`src/rtl/led_blink_pkg.sv`:
```
// led_blink_pkg: mode encoding and shared constants for the LED blink array.
// Optional build macro used by the array top: LED_BLINK_PRESCALE_EN.
package led_blink_pkg;

  // Width of the per-channel mode field.
  localparam int MODE_W = 2;

  // Channel modes; these are also the channel FSM state encodings.
  localparam logic [MODE_W-1:0] MODE_OFF     = 2'b00;
  localparam logic [MODE_W-1:0] MODE_ON      = 2'b01;
  localparam logic [MODE_W-1:0] MODE_BLINK   = 2'b10;
  localparam logic [MODE_W-1:0] MODE_ONESHOT = 2'b11;

  // Width of a channel index field; never narrower than one bit.
  function automatic int ch_idx_w(input int ch);
    return (ch > 1) ? $clog2(ch) : 1;
  endfunction

  // LED level a channel takes immediately after being configured.
  function automatic logic mode_led_init(input logic [MODE_W-1:0] mode);
    return (mode == MODE_ON) || (mode == MODE_ONESHOT);
  endfunction

endpackage

```
`src/rtl/led_blink_array_if.sv`:
```
// led_blink_array_if: configuration write port of the LED blink array.
//
// Handshake: a write transfers on a rising clock edge where cfg_valid=1 and
// cfg_ready=1. The master holds cfg_ch/cfg_mode/cfg_period stable while
// cfg_valid=1 and cfg_ready=0. The slave drops cfg_ready for exactly the one
// cycle after every accepted write, so back-to-back requests are taken at
// most every second cycle.
interface led_blink_array_if
  import led_blink_pkg::*;
#(
  parameter int CH = 4,
  parameter int CW = 32
);

  localparam int CHW = ch_idx_w(CH);

  logic              cfg_valid;
  logic [CHW-1:0]    cfg_ch;
  logic [MODE_W-1:0] cfg_mode;
  logic [CW-1:0]     cfg_period;
  logic              cfg_ready;

  // Configuration source (testbench, CPU bridge).
  modport master (
    output cfg_valid,
    output cfg_ch,
    output cfg_mode,
    output cfg_period,
    input  cfg_ready
  );

  // The blink array itself.
  modport slave (
    input  cfg_valid,
    input  cfg_ch,
    input  cfg_mode,
    input  cfg_period,
    output cfg_ready
  );

endinterface

```
`src/rtl/led_blink_ch.sv`:
```
// led_blink_ch: one LED channel. Holds mode, period, counter and LED level.
// The mode register is the channel state machine (OFF/ON/BLINK/ONESHOT) and
// is exported on dbg_mode. A write always has priority over a terminal-count
// event in the same cycle: it reloads the channel and suppresses the wrap.
module led_blink_ch
  import led_blink_pkg::*;
#(
  parameter int CW = 32
) (
  input  logic              m_clock,
  input  logic              p_reset_n,
  input  logic              tick,
  input  logic              wr_en,
  input  logic [MODE_W-1:0] wr_mode,
  input  logic [CW-1:0]     wr_period,
  output logic              led,
  output logic              wrap,
  output logic              busy,
  output logic [MODE_W-1:0] dbg_mode
);

  logic [MODE_W-1:0] mode_q, mode_d;
  logic [CW-1:0]     period_q, period_d;
  logic [CW-1:0]     cnt_q, cnt_d;
  logic              led_q, led_d;
  logic              wrap_q, wrap_d;
  logic              at_term;

  // Terminal count is an equality compare, so an all-ones period wraps
  // through this path and the increment below can never overflow.
  assign at_term = (cnt_q == period_q);

  // Next-state: write reload first, then per-mode behaviour on a tick.
  always_comb begin
    mode_d   = mode_q;
    period_d = period_q;
    cnt_d    = cnt_q;
    led_d    = led_q;
    wrap_d   = 1'b0;
    if (wr_en) begin
      mode_d   = wr_mode;
      period_d = wr_period;
      cnt_d    = '0;
      led_d    = mode_led_init(wr_mode);
    end else begin
      case (mode_q)
        MODE_OFF: begin
          cnt_d = '0;
          led_d = 1'b0;
        end
        MODE_ON: begin
          cnt_d = '0;
          led_d = 1'b1;
        end
        MODE_BLINK: begin
          if (tick) begin
            if (at_term) begin
              cnt_d  = '0;
              led_d  = ~led_q;
              wrap_d = 1'b1;
            end else begin
              cnt_d = cnt_q + CW'(1);
            end
          end
        end
        default: begin
          // ONESHOT: LED held on until the terminal tick, then the channel
          // falls back to OFF by itself.
          if (tick) begin
            if (at_term) begin
              cnt_d  = '0;
              led_d  = 1'b0;
              mode_d = MODE_OFF;
              wrap_d = 1'b1;
            end else begin
              cnt_d = cnt_q + CW'(1);
            end
          end
        end
      endcase
    end
  end

  // Channel state registers, cleared asynchronously.
  always_ff @(posedge m_clock or negedge p_reset_n) begin
    if (!p_reset_n) begin
      mode_q   <= MODE_OFF;
      period_q <= '0;
      cnt_q    <= '0;
      led_q    <= 1'b0;
      wrap_q   <= 1'b0;
    end else begin
      mode_q   <= mode_d;
      period_q <= period_d;
      cnt_q    <= cnt_d;
      led_q    <= led_d;
      wrap_q   <= wrap_d;
    end
  end

  assign led      = led_q;
  assign wrap     = wrap_q;
  assign busy     = (mode_q == MODE_ONESHOT);
  assign dbg_mode = mode_q;

endmodule

```
`src/rtl/led_blink_array.sv`:
```
// led_blink_array: CH independent LED channels behind one configuration port.
// The top holds the channel decoder, the cfg_ready throttle and the shared
// tick source. Build macro LED_BLINK_PRESCALE_EN adds a prescaler that ticks
// every PRESC+1 cycles; without it every cycle is a tick and PRESC is unused.
module led_blink_array
  import led_blink_pkg::*;
#(
  parameter int CH    = 4,
  parameter int CW    = 32,
  parameter int PRESC = 0
) (
  input  logic                 m_clock,
  input  logic                 p_reset_n,
  led_blink_array_if.slave     cfg,
  output logic [CH-1:0]        led,
  output logic [CH-1:0]        wrap,
  output logic [CH-1:0]        busy,
  output logic [CH*MODE_W-1:0] dbg_mode
);

  localparam int CHW = ch_idx_w(CH);

  logic          ready_q, ready_d;
  logic          accept;
  logic          tick;
  logic [CH-1:0] wr_en;

  assign accept        = cfg.cfg_valid & ready_q;
  assign cfg.cfg_ready = ready_q;

  // Throttle: ready drops for the single cycle after each accepted write.
  always_comb begin
    ready_d = ~accept;
  end

  // Write slot register; idles ready.
  always_ff @(posedge m_clock or negedge p_reset_n) begin
    if (!p_reset_n) begin
      ready_q <= 1'b1;
    end else begin
      ready_q <= ready_d;
    end
  end

  // Channel decoder; indices at or above CH match no channel and are dropped.
  always_comb begin
    wr_en = '0;
    for (int i = 0; i < CH; i++) begin
      if (cfg.cfg_ch == CHW'(i)) begin
        wr_en[i] = accept;
      end
    end
  end

`ifdef LED_BLINK_PRESCALE_EN
  localparam logic [31:0] PRESC_TC = 32'(PRESC);

  logic [31:0] presc_q, presc_d;

  // Shared prescaler: count 0..PRESC, tick on the terminal value.
  always_comb begin
    presc_d = (presc_q == PRESC_TC) ? '0 : presc_q + 32'd1;
  end

  // Prescaler register, shared by all channels.
  always_ff @(posedge m_clock or negedge p_reset_n) begin
    if (!p_reset_n) begin
      presc_q <= '0;
    end else begin
      presc_q <= presc_d;
    end
  end

  assign tick = (presc_q == PRESC_TC);
`else
  logic presc_unused;

  assign presc_unused = ^PRESC;
  assign tick         = 1'b1;
`endif

  for (genvar g = 0; g < CH; g++) begin : g_ch
    led_blink_ch #(
      .CW (CW)
    ) u_ch (
      .m_clock   (m_clock),
      .p_reset_n (p_reset_n),
      .tick      (tick),
      .wr_en     (wr_en[g]),
      .wr_mode   (cfg.cfg_mode),
      .wr_period (cfg.cfg_period),
      .led       (led[g]),
      .wrap      (wrap[g]),
      .busy      (busy[g]),
      .dbg_mode  (dbg_mode[g*MODE_W +: MODE_W])
    );
  end

endmodule

```
`src/flat_wrapper.sv`:
```
// flat-port wrapper written by rule: the top's interface ports become plain ports
module led_blink_array_flat import led_blink_pkg::*;
#(
  parameter int CH    = 4,
  parameter int CW    = 32,
  parameter int PRESC = 0
)
  (m_clock, p_reset_n, led, wrap, busy, dbg_mode, cfg_cfg_valid, cfg_cfg_ch, cfg_cfg_mode, cfg_cfg_period, cfg_cfg_ready);
  led_blink_array_if #(.CH(CH), .CW(CW)) cfg_i ();
  input  logic m_clock;
  input  logic p_reset_n;
  output logic [CH-1:0] led;
  output logic [CH-1:0] wrap;
  output logic [CH-1:0] busy;
  output logic [CH*MODE_W-1:0] dbg_mode;
  input wire logic [$bits(cfg_i.cfg_valid)-1:0] cfg_cfg_valid;
  input wire logic [$bits(cfg_i.cfg_ch)-1:0] cfg_cfg_ch;
  input wire logic [$bits(cfg_i.cfg_mode)-1:0] cfg_cfg_mode;
  input wire logic [$bits(cfg_i.cfg_period)-1:0] cfg_cfg_period;
  output wire logic [$bits(cfg_i.cfg_ready)-1:0] cfg_cfg_ready;
  assign cfg_i.cfg_valid = cfg_cfg_valid;
  assign cfg_i.cfg_ch = cfg_cfg_ch;
  assign cfg_i.cfg_mode = cfg_cfg_mode;
  assign cfg_i.cfg_period = cfg_cfg_period;
  assign cfg_cfg_ready = cfg_i.cfg_ready;
  led_blink_array #(.CH(CH), .CW(CW), .PRESC(PRESC)) u_core (.m_clock(m_clock), .p_reset_n(p_reset_n), .cfg(cfg_i), .led(led), .wrap(wrap), .busy(busy), .dbg_mode(dbg_mode));
endmodule
```
`config.mk`:
```
export PLATFORM = sky130hd
export DESIGN_NAME = led_blink_array_flat
export DESIGN_NICKNAME = d
export VERILOG_FILES = /design/src/rtl/led_blink_pkg.sv /design/src/rtl/led_blink_array_if.sv /design/src/rtl/led_blink_ch.sv /design/src/rtl/led_blink_array.sv /design/src/flat_wrapper.sv
export SDC_FILE = /design/constraint.sdc
export NUM_CORES = 1
export LEC_CHECK = 0
export BUFFER_PORTS_ARGS = -buffer_cell sky130_fd_sc_hd__clkbuf_2
export CAP_MARGIN = 20
export CORE_MARGIN = 3
export CORE_UTILIZATION = 35
export DETAILED_ROUTE_END_ITERATION = 12
export HOLD_SLACK_MARGIN = 0.02
export MAX_ROUTING_LAYER = met4
export PLACE_DENSITY = 0.61
export SLEW_MARGIN = 5
export SYNTH_ARGS = -nofsm -noshare
export SYNTH_HDL_FRONTEND = slang
export SYNTH_HIERARCHICAL = 1
export SYNTH_SLANG_ARGS = --single-unit
```
`constraint.sdc`:
```
create_clock -name m_clock -period 4.4 [get_ports m_clock]
set_input_delay 0.88 -clock m_clock [delete_from_list [all_inputs] [get_ports m_clock]]
set_output_delay 0.88 -clock m_clock [all_outputs]
set_load 0.02 [all_outputs]
```
==> results of run 1 <==
## registers in the layout (all words and copies together), names as in the netlist
signal	cells
u_core/g_ch.u_ch/wrap	4
u_core/g_ch.u_ch/dbg_mode	8
u_core/cfg.cfg_ready	1
u_core/g_ch.u_ch/period_q	128
u_core/g_ch.u_ch/led	4
u_core/g_ch.u_ch/cnt_q	128
## report_power, final
group | switching [mW] | internal, mW
Sequential | 0.271 | 2.84
Combinational | 0.638 | 0.578
Clock | 1.04 | 1.58
## critical path: cells and delay by family (launching register included)
kind                      cells  cell delay, ns
and+or+nand+nor               3            0.98
AOI/OAI and AO/OA             1            0.71
DFF                           1            0.44
xor gates and xnor gates      1            0.30
## final timing paths
check | start | depth (start not counted) | endpoint | slack (ns)
max in group asynchronous | p_reset_n | 2 | u_core/cfg.cfg_ready$_DFF_PN1_ | 3.08
worst min-delay path | p_reset_n | 1 | u_core/g_ch[3].u_ch/cnt_q[13]$_DFFE_PN0P_ | 0.40
worst min register to register | u_core/cfg.cfg_ready$_DFF_PN1_ | 1 | u_core/cfg.cfg_ready$_DFF_PN1_ | 0.47
worst max register to register | u_core/g_ch[1].u_ch/cnt_q[21]$_DFFE_PN0P_ | 5 | u_core/g_ch[1].u_ch/cnt_q[24]$_DFFE_PN0P_ | 1.79
worst max-delay path | u_core/g_ch[1].u_ch/cnt_q[21]$_DFFE_PN0P_ | 5 | u_core/g_ch[1].u_ch/cnt_q[24]$_DFFE_PN0P_ | 1.79
min in group m_clock | u_core/cfg.cfg_ready$_DFF_PN1_ | 1 | u_core/cfg.cfg_ready$_DFF_PN1_ | 0.47
## cell type report
| class | instances | area (um^2) | area share |
|---|---|---|---|
| Clock buffer | 46 | 902 | 0.0570 |
| Clock inverter | 8 | 115 | 0.00727 |
| Inverter | 26 | 97.6 | 0.00617 |
| Multi-Input combinational cell | 899 | 6830 | 0.432 |
| Sequential cell | 273 | 6830 | 0.432 |
| Tap cell | 518 | 648 | 0.0409 |
| Timing Repair Buffer | 68 | 400 | 0.0253 |
## kinds of logic (layout without fill, tap and decap cells)
logic type	count (synthesis)	after routing	synth area share
AO/OA/AOI/OAI	74	74	0.0356
XOR/XNOR	232	232	0.144
adder cells (fa/ha/maj)	20	20	0.0178
buffers and inverters	88	148	0.0301
flip-flops	273	273	0.486
multiplexers	132	132	0.105
other	1	4	0.000266
AND/OR/NAND/NOR	437	437	0.181
## cell usage after synthesis, drive strengths merged (5+ instances only)
cell	number
a21oi	28
a22o	8
a31o	8
and2	10
and3	18
and4	11
buf	40
clkbuf	22
dfrtp	272
ha	20
inv	26
mux2	128
nand2	43
nand2b	5
nand3	39
nand4	98
nor2	137
nor3	26
nor4	21
o21ai	12
or3	13
or4	5
xnor2	159
xor2	73
## stage by stage
| stage | util | std cells |
|---|---|---|
| floorplan | - | 1260 |
| global placement | 0.378 | 1783 |
| detailed placement | 0.378 | 1784 |
| CTS | 0.404 | 1838 |
| global route | 0.404 | 1838 |
| finish | 0.404 | 1838 |
## routing by layer
metal  vias to the layer above  track usage
li1                       4480            -
met1                      4838        0.237
met2                       164        0.276
met5                         -            -
met3                        50       0.0198
met4                         0       0.0417
==> qor.txt, run 1 <==
DRT Pass-1 Iters -> 5
Die Ht -> 207 um
Setup TNS -> 0 ns
Synth warn -> 6
Ys flop type -> dfrtp_1
Max incr delay on CP -> 0.71 ns
Post-route ant nets -> 0
Core area -> 0.0392 mm^2
Startpoint types -> flip-flop
Dpl ws -> 1.69 ns
Met2 Wirelength -> 16,800 um
Die width -> 207 um
Global-route wire length before repair -> 55,900 um
M1 wire length -> 16,800 um
Post-DP HPWL -> 24,400 um
Max Fclk -> 0.383 GHz
Worst slew margin -> 0.353
Yosys cell types -> 50
EDFF count, synth -> 0
# fillers -> 3,754
GP Congestion -> 0.837
Commonest cells after routing, fill and taps aside -> 272 x dfrtp_1, 159 x xnor2_1, 132 x nor2_1, 128 x mux2_2, 93 x nand4_1
Worst slew pin tran -> 0.963 ns
Post-synthesis sequential area ratio -> 0.486
Critical path type -> reg2reg
Outcome -> finished clean
Yosys reg bits -> 273
Die ar. -> 0.0427 mm^2
Antenna diodes -> 0
Kind of end point of the critical path -> flip-flop
Hold Crit Class -> in2async
Area growth, synth to finish -> 12.5%
Post-DR wirelength/cell -> 19.3 um
Via Count -> 9,532
CTS HTree Levels -> 1
Synth area leaders -> dfrtp_1 48%, mux2_2 10%, xnor2_1 9.9%
Worst Path Required -> 4.80 ns
Initial Utilization -> 0.359
CTS tree -> built
Hold_ws -> 0.396 ns
Final Cell Area -> 0.0158 mm^2
Synthesized instance count -> 1,257
Setup violators final -> 0
Max-Cap Viols -> 0
PortBufs -> 59
RSZ-0062 raised after global routing -> false
Num CTS Buffers -> 31
Layout cells sized above 1 -> 0.225
CTS Sinks -> 273
Synth Cell Area -> 0.0141 mm^2
Initial DRC Count -> 747
Post-cts sizing count -> 0
Slew Limit Fails -> 0
Via-per-instance ratio -> 5.19
Min Tclk post-route -> 2.61 ns
Pwr dens -> 438 mW/mm^2
Largest net degree at the start of global routing -> 103
Period utilisation layout -> 0.593
Leakage Power -> 6.40 nW
Clock transition at the registers of the reported paths -> 0.06 ns
Initial antenna violation count -> 1
Clock Path Buffers -> 3
DR top layer -> met4
Leading area contributor after synthesis -> dfrtp_1
Total power -> 6.94 mW
Std-Cell Rows -> 72
Mapped Avg Cell Area -> 11.2 um^2
Root buf cell -> clkbuf_16
Synth async-reset ratio -> 1.00
GR Util All Layers -> 0.173
Final Hold Viols -> 0
Crit-path max FO -> 30
Area after DPL -> 0.0148 mm^2
Nets -> 1,358
Slowest CP cell -> a31o_2
Met3 wire len -> 1120 um
Post-route setup slack -> 1.79 ns
Hold-fix buffers, CTS -> 0
CP Data Arrival Time -> 3.01 ns
CP cell instances -> xnor2_1, nand4_1, nor4_2, a31o_2, nor2_1
# IOs -> 60
Worst-Skew Late Latency -> 0.56 ns
Worst vdd ir -> 0.287 mV
Vias in the first global route -> 9,415
Most common cell after layout, fill and taps aside -> dfrtp_1
DRC viols -> 0
GRT overflow -> 0
Clock skew -> 0.00894 ns
Post CTS Setup Buffer Count -> 0
WL final -> 35,500 um
Top cell type's share of synthesized area -> 0.484
Note: power is estimated with default switching activity, not from simulation.
==> run 2: changes to the inputs <==
--- a/config.mk
+++ b/config.mk
@@ -12,7 +12,7 @@
 export DETAILED_ROUTE_END_ITERATION = 12
 export HOLD_SLACK_MARGIN = 0.02
 export MAX_ROUTING_LAYER = met4
-export PLACE_DENSITY = 0.61
+export PLACE_DENSITY = 0.63
 export SLEW_MARGIN = 5
 export SYNTH_ARGS = -nofsm -noshare
 export SYNTH_HDL_FRONTEND = slang
==> constraint.sdc (replaced) <==
create_clock -name m_clock -period 2.3 [get_ports m_clock]
set_input_delay 0.46 -clock m_clock [delete_from_list [all_inputs] [get_ports m_clock]]
set_output_delay 0.46 -clock m_clock [all_outputs]
set_load 0.02 [all_outputs]
==> run 2 against run 1 <==
  * Sequential share of layout area is 0.70 points lower
  * Via count is 0.63% higher
  * Count of clock-buffer cells in the layout decreased by 5
  * Non-clock buffer count increased by 26
  * Final cell count is 1.4% higher
  * Critical endpoint is now u_core/g_ch[2].u_ch/cnt_q[24]$_DFFE_PN0P_
  * Largest power group unchanged
==> qor.txt, run 2 (same netlist as run 1, synthesis figures left out) <==
Outcome -> finished clean (unchanged)
Vias in the first global route -> 9,507 (was 9,415)
Via Count -> 9,592 (was 9,532)
Post-DR wirelength/cell -> 18.7 um (was 19.3 um)
Std-Cell Rows -> 72 (unchanged)
Met1 GRT Util -> 0.244 (was 0.237)
GP Congestion -> 0.843 (was 0.837)
Clock transition at the registers of the reported paths -> 0.06 ns (about the same)
Die Ht -> 207 um (unchanged)
DRT Pass-1 Iters -> 5 (unchanged)
Via-per-instance ratio -> 5.15 (was 5.19)
GRT overflow -> 0 (unchanged)
Post CTS Setup Buffer Count -> 0 (unchanged)
Area after DPL -> 0.0151 mm^2 (was 0.0148 mm^2)
GR Util All Layers -> 0.171 (was 0.173)
Met3 Use GR -> 0.0221 (was 0.0198)
Initial DRC Count -> 841 (was 747)
Kind of end point of the critical path -> flip-flop (unchanged)
Final Cell Area -> 0.0161 mm^2 (was 0.0158 mm^2)
RSZ-0062 raised after global routing -> false (unchanged)
PortBufs -> 59 (unchanged)
Post-route ant nets -> 0 (unchanged)
Num CTS Buffers -> 29 (was 31)
Critical path type -> reg2reg (unchanged)
Pwr dens -> 823 mW/mm^2 (was 438 mW/mm^2)
Most common cell after layout, fill and taps aside -> dfrtp_1 (unchanged)
Initial antenna violation count -> 3 (was 1)
Worst slew margin -> 0.602 (was 0.353)
Max incr delay on CP -> 0.44 ns (was 0.71 ns)
Hold-fix buffers, CTS -> 1 (was 0)
Max Fclk -> 0.475 GHz (was 0.383 GHz)
Post-cts sizing count -> 0 (unchanged)
Slowest CP cell -> dfrtp_1 (was a31o_2)
Hold Crit Class -> in2reg (was in2async)
WL final -> 34,900 um (was 35,500 um)
Startpoint types -> flip-flop (unchanged)
Die width -> 207 um (unchanged)
Initial Utilization -> 0.359 (unchanged)
Final Hold Viols -> 0 (unchanged)
Core area -> 0.0392 mm^2 (unchanged)
Min Tclk post-route -> 2.10 ns (was 2.61 ns)
Root buf cell -> clkbuf_16 (unchanged)
GRT Max-Usage Layer -> met2 (unchanged)
Crit-path max FO -> 30 (unchanged)
Post-DP HPWL -> 24,700 um (was 24,400 um)
Largest net degree at the start of global routing -> 61 (was 103)
CP cell instances -> xnor2_1, nand4_1, nor4_2, buf_4, a31o_2, buf_12, nor2_1 (was xnor2_1, nand4_1, nor4_2, a31o_2, nor2_1)
Period utilisation layout -> 0.915 (was 0.593)
Clock Path Buffers -> 3 (unchanged)
Die ar. -> 0.0427 mm^2 (unchanged)
Setup TNS -> 0 ns (unchanged)
Clock skew -> 0.0219 ns (was 0.00894 ns)
Commonest cells after routing, fill and taps aside -> 272 x dfrtp_1, 159 x xnor2_1, 132 x nor2_1, 128 x mux2_2, 93 x nand4_1 (unchanged)
Worst slew pin tran -> 0.596 ns (was 0.963 ns)
Worst-Skew Late Latency -> 0.55 ns (was 0.56 ns)
Global-route wire length before repair -> 55,400 um (was 55,900 um)
CP Data Arrival Time -> 2.52 ns (was 3.01 ns)
CTS tree -> built (unchanged)
DRC viols -> 0 (unchanged)
Setup violators final -> 0 (unchanged)
Total power -> 13.2 mW (was 6.94 mW)
CTS HTree Levels -> 1 (unchanged)
Area growth, synth to finish -> 14.3% (was 12.5%)
# IOs -> 60 (unchanged)
Worst Path Required -> 2.72 ns (was 4.80 ns)
Leakage Power -> 6.55 nW (was 6.40 nW)
Max-Cap Viols -> 0 (unchanged)
Slew Limit Fails -> 0 (unchanged)
Worst vdd ir -> 0.522 mV (was 0.287 mV)
Nets -> 1,382 (was 1,358)
CTS Sinks -> 273 (unchanged)
Layout cells sized above 1 -> 0.239 (was 0.225)
GR met2 Demand/Resource -> 0.264 (was 0.276)
[run 2: worst max-delay path: cells and delay by family (launching register included)]
family	cells	cell delay, ns
compound gates	1	0.19
buf+inv	2	0.39
xor+xnor	1	0.28
simple gates	3	0.67
flops	1	0.44
[run 2: final timing paths]
kind | start | to | slack, ns | cells after the start
hold / removal | cfg_cfg_valid | u_core/cfg.cfg_ready$_DFF_PN1_ | 0.09 | 2
min in group asynchronous | p_reset_n | u_core/g_ch[1].u_ch/cnt_q[24]$_DFFE_PN0P_ | 0.42 | 2
setup reg to reg | u_core/g_ch[2].u_ch/cnt_q[4]$_DFFE_PN0P_ | u_core/g_ch[2].u_ch/cnt_q[24]$_DFFE_PN0P_ | 0.20 | 7
max in group asynchronous | p_reset_n | u_core/cfg.cfg_ready$_DFF_PN1_ | 1.16 | 3
setup / recovery | u_core/g_ch[2].u_ch/cnt_q[4]$_DFFE_PN0P_ | u_core/g_ch[2].u_ch/cnt_q[24]$_DFFE_PN0P_ | 0.20 | 7
hold reg to reg | u_core/cfg.cfg_ready$_DFF_PN1_ | u_core/cfg.cfg_ready$_DFF_PN1_ | 0.48 | 1
[run 2: stage by stage]
step	instances	hold WS (ns)	utilization	setup slack, ns
after floorplan	1260	0.164	-	0.475
after global placement	1809	0.394	0.385	0.259
after detailed placement	1809	0.405	0.385	0.235
after CTS	1861	0.0527	0.410	0.199
after global routing	1862	0.0842	0.410	0.0615
final	1863	0.0879	0.411	0.196
[run 2: area by class of cell]
class | instances | area, um^2
Antenna cell | 2 | 5.00
Clock buffer | 41 | 831
Clock inverter | 10 | 159
Fill cell | 3700 | 23100
Inverter | 26 | 97.6
Multi-Input combinational cell | 899 | 6830
Sequential cell | 273 | 6830
Tap cell | 518 | 648
Timing Repair Buffer | 94 | 683
[run 2: power breakdown]
| group | total [mW] | internal (mW) | switching, mW |
|---|---|---|---|
| registers | 5.95 | 5.43 | 0.516 |
| clock network | 4.86 | 2.95 | 1.92 |
| logic | 2.42 | 1.20 | 1.22 |
| total | 13.2 | 9.58 | 3.66 |
[run 2: metal layers]
layer | up-vias | wire [um]
met1 | 4830 | 16800
met4 | 0 | 694
met2 | 184 | 16100
met5 | - | 0
li1 | 4531 | -
met3 | 47 | 1280
